`src/rtl/fifo_param.sv`:
```
// Parametrised single-clock FIFO with occupancy count, threshold flags,
// sticky overflow/underflow errors and a synchronous flush.
module fifo_param #(
    parameter int WIDTH     = 32,
    parameter int DEPTH     = 8,
    parameter int AF_THRESH = 6,
    parameter int AE_THRESH = 1
) (
    input  logic                       clk,
    input  logic                       rst,
    input  logic                       en,
    input  logic                       flush,
    input  logic                       wr,
    input  logic                       rd,
    input  logic [WIDTH-1:0]           dataIn,
    output logic [WIDTH-1:0]           dataOut,
    output logic                       EMPTY,
    output logic                       FULL,
    output logic                       ALMOST_EMPTY,
    output logic                       ALMOST_FULL,
    output logic [$clog2(DEPTH):0]     count,
    output logic                       OVERFLOW,
    output logic                       UNDERFLOW
);

    localparam int AW = $clog2(DEPTH);
    localparam int CW = AW + 1;
    localparam logic [CW-1:0] DEPTH_C = CW'(DEPTH);
    localparam logic [CW-1:0] AF_C    = CW'(AF_THRESH);
    localparam logic [CW-1:0] AE_C    = CW'(AE_THRESH);

    generate
        if (DEPTH < 2 || (DEPTH & (DEPTH - 1)) != 0) begin : g_bad_depth
            $fatal(1, "fifo_param: DEPTH must be a power of two >= 2");
        end
        if (AE_THRESH < 0 || AE_THRESH >= AF_THRESH || AF_THRESH > DEPTH) begin : g_bad_thresh
            $fatal(1, "fifo_param: thresholds must satisfy 0 <= AE_THRESH < AF_THRESH <= DEPTH");
        end
        if (WIDTH < 1) begin : g_bad_width
            $fatal(1, "fifo_param: WIDTH must be >= 1");
        end
    endgenerate

    logic [WIDTH-1:0] mem [DEPTH];
    logic [AW-1:0]    wrPtr;
    logic [AW-1:0]    rdPtr;
    logic             rdOk;
    logic             wrOk;

    assign EMPTY        = (count == '0);
    assign FULL         = (count == DEPTH_C);
    assign ALMOST_EMPTY = (count <= AE_C);
    assign ALMOST_FULL  = (count >= AF_C);

    // A read on a full FIFO frees a slot, so a same-cycle write is still accepted.
    assign rdOk = en & rd & ~EMPTY;
    assign wrOk = en & wr & (~FULL | rdOk);

    always_ff @(posedge clk) begin
        if (wrOk && !flush && !rst) begin
            mem[wrPtr] <= dataIn;
        end
    end

    always_ff @(posedge clk or posedge rst) begin
        if (rst) begin
            wrPtr     <= '0;
            rdPtr     <= '0;
            count     <= '0;
            dataOut   <= '0;
            OVERFLOW  <= 1'b0;
            UNDERFLOW <= 1'b0;
        end else if (flush) begin
            wrPtr     <= '0;
            rdPtr     <= '0;
            count     <= '0;
            OVERFLOW  <= 1'b0;
            UNDERFLOW <= 1'b0;
        end else begin
            if (wrOk) begin
                wrPtr <= wrPtr + AW'(1);
            end
            if (rdOk) begin
                dataOut <= mem[rdPtr];
                rdPtr   <= rdPtr + AW'(1);
            end
            case ({wrOk, rdOk})
                2'b10:   count <= count + CW'(1);
                2'b01:   count <= count - CW'(1);
                default: count <= count;
            endcase
            if (en && wr && !wrOk) begin
                OVERFLOW <= 1'b1;
            end
            if (en && rd && EMPTY) begin
                UNDERFLOW <= 1'b1;
            end
        end
    end

endmodule

```
`config.mk`:
```
export PLATFORM = sky130hd
export DESIGN_NAME = fifo_param
export DESIGN_NICKNAME = d
export VERILOG_FILES = /design/src/rtl/fifo_param.sv
export SDC_FILE = /design/constraint.sdc
export NUM_CORES = 1
export LEC_CHECK = 0
export CAP_MARGIN = 10
export CORE_MARGIN = 4
export CORE_UTILIZATION = 40
export DETAILED_ROUTE_END_ITERATION = 6
export SLEW_MARGIN = 20
export SYNTH_ARGS = -nofsm -noshare
export SYNTH_HDL_FRONTEND = slang
export SYNTH_SLANG_ARGS = --single-unit
export TNS_END_PERCENT = 50
```
`constraint.sdc`:
```
create_clock -name clk -period 9.1 [get_ports clk]
set_input_delay 1.82 -clock clk [delete_from_list [all_inputs] [get_ports clk]]
set_output_delay 1.82 -clock clk [all_outputs]
set_load 0.005 [all_outputs]
```
==> metrics.csv <==
metric,value,unit
number of synthesized flops with an enable pin,256,
Comb power frac,0.100,
Clock Latency Late Sink,0.55,ns
Sw Share,0.2077,
setup TNS,0,ns
final setup violation count,0,
post-CTS sizing,0,
hold buffers post-CTS,0,
# rows,61,
Worst slew margin,0.2934,
number of synthesized register bits,300,
port bufs,79,
first-pass GRT wire length,34.06,mm
library cells used by synthesis,41,
Mapped Cells,574,
syn_nets,618,
status,finished clean,
sequential share of power,0.501,
fraction of layout cells with a size suffix above 1,0.2081,
Static Leakage,4.420,nW
Worst-path clk slew,0.06,ns
die footprint,0.03168,mm^2
Ys Warns,0,
I/O pins,80,
RSZ-0062 raised after global routing,no,
# diodes,0,
drt initial violations,381,
Final HPWL DP,12.95,mm
min-delay worst type,flip-flop to flip-flop,
Antenna Nets Post-Route,0,
"Arr. time, crit path",2.51,ns
Nets,713,
fin. max-slew vios,0,
Die Wd,178.0,um
Avg Vias per Cell,5.129,
"Seq/Total Area, Yosys",0.7604,
total gr overflow,0,
final hold vios,0,
die height,178.0,um
worst endpoint required time,7.28,ns
area of the multi-input gates,0.002631,mm^2
actual slew at the worst max-slew pin,1.057,ns
vias in the first global route,5828,
P_sw,0.6697,mW
CP Launch Type,flip-flop,
RePlAce Congestion,0.7555,
clock power share,0.399,
"Period Utilization, post-route",0.4761,
Total GRT Usage,0.1397,
Max Fanout on Critical Path,9,
largest net degree at the start of global routing,47,
Seq. cell area,0.008797,mm^2
Fillers,2305,
Setup Buffers After CTS,0,
Detailed Routing Iterations Pass 1,4,
initial antenna violation count,0,
root buf cell,clkbuf_16,
synthesis-to-layout area growth,20.21,%
H-Tree Depth,1,
"Cell Area, Synth",0.01156,mm^2
Internal,2.554,mW
CTS tree,done,
CTS Buf Count,30,
total number of vias,5488,
Clock Path Buffers,3,
design area,0.01389,mm^2
CTS sink count,300,
post-layout min period,4.333,ns
area post-placement,0.01281,mm^2
Post-Route WL,21.66,mm
Initial Utilization,0.4104,
detailed-route DRC error count,0,
VDD IR max,0.1459,mV
Clock Skew,0.01790,ns
top_reg_cell synth,edfxtp_1,
max cap viols,0,
f_max,230.8,MHz
Mapped Avg Cell Area,20.13,um^2
Crit Path Class,flip-flop to primary output,
PwrDens,232.0,mW/mm^2
fraction of registers with async set/reset,0.1467,
wire length per cell,20.24,um
Critical Path End Type,primary output,
core area,0.02816,mm^2
## cell usage in the layout (no fill, tap or decap), types with 6 or more instances in the layout
cell type        netlist  layout
edfxtp_1             256     256
clkdlybuf4s50_1        0      79
mux4_2                64      64
nor2_1                47      43
dfrtp_1               44      41
a21oi_1               35      35
mux2i_1               32      32
clkbuf_16              0      31
buf_4                  7      11
nand2_1                8       8
ha_1                   6       6
clkinv_2               0       6
## per-stage QoR
step | setup slack, ns | util | hold slack [ns] | total power [mW] | cells
floorplan | 4.075 | - | 0.4860 | 1.765 | 574
global placement | 4.683 | 0.4546 | 0.5054 | 1.969 | 1014
detailed placement | 4.650 | 0.4548 | 0.5028 | 1.975 | 1014
CTS | 4.729 | 0.4923 | 0.5181 | 3.269 | 1069
global route | 4.607 | 0.4933 | 0.5505 | 3.366 | 1070
finish | 4.767 | 0.4933 | 0.4998 | 3.224 | 1070
## sequential cells by signal, indices dropped and copies added (netlist names)
register	flops
OVERFLOW	1
dataOut	32
UNDERFLOW	1
mem	256
wrPtr	3
count	4
rdPtr	3
## logic make-up (layout without fill, tap and decap cells)
kind of cell | count (synthesis) | count (layout) | synth area share
and+or+nand+nor | 84 | 84 | 0.03681
adders and majority gates | 6 | 6 | 0.006495
DFF | 300 | 300 | 0.7604
AOI/OAI and AO/OA | 47 | 47 | 0.02263
buffers and inverters | 35 | 153 | 0.01624
muxes | 98 | 98 | 0.1544
xor gates and xnor gates | 4 | 4 | 0.003031
## area by class of cell
class | count | share of cell area
Multi-Input combinational cell | 239 | 0.1894
Clock buffer | 38 | 0.05989
Clock inverter | 17 | 0.01621
Sequential cell | 300 | 0.6332
Inverter | 7 | 0.002432
Timing Repair Buffer | 91 | 0.06484
Tap cell | 378 | 0.03404
## synthesized netlist by cell type, types with 2 or more instances
master      n  area [um^2]
nand2b_1    2        12.51
clkbuf_1    5        18.77
a31oi_1     2        12.51
a22oi_1     2        15.01
mux2i_1    32        320.3
nand3b_1    3        22.52
edfxtp_1  256         7687
nand3_1     4        20.02
mux4_2     64         1441
buf_2      14        70.07
buf_4       7        52.55
dfrtp_1    44         1101
o21ai_0     3        15.01
xnor2_1     4        35.03
nor2_1     47        176.4
nor3b_1     2        15.01
nor3_1      7        35.03
inv_1       6        22.52
ha_1        6        75.07
nor2b_1     2        12.51
nand2_1     8        30.03
a21oi_1    35        175.2
## per-layer routing
metal	routed length, um	vias up	track usage
met5	0	-	0
met4	472	0	0.03577
met3	1174	32	0.02543
met2	10670	120	0.2323
met1	9342	2838	0.1925
li1	-	2498	-
## power groups by stage
stage	logic, mW	clock network [mW]	registers (mW)
after floorplan	0.124	0	1.64
after global placement	0.324	0	1.65
after detailed placement	0.329	0	1.65
after CTS	0.330	1.32	1.62
after global routing	0.356	1.38	1.63
final	0.321	1.29	1.62
## worst paths after layout
path                       slack, ns  startpoint  cells after the start     endpoint
max in group asynchronous       6.81         rst                      2     rdPtr[2]
min reg2reg                     0.50   UNDERFLOW                      2    UNDERFLOW
max reg2reg                     6.14    count[1]                      6   mem[4][23]
min in group asynchronous       1.81         rst                      2  dataOut[15]
max                             4.77    count[1]                      5        EMPTY
min                             0.50   UNDERFLOW                      2    UNDERFLOW
## critical path, cell delays in order (launching register included)
cell and delay [ns]:
dfrtp_1 0.48, inv_1 0.14, ha_1 0.27, or3b_4 0.45
clkinv_4 0.11, clkdlybuf4s50_1 0.51
Power figures use the tool's default switching activity.
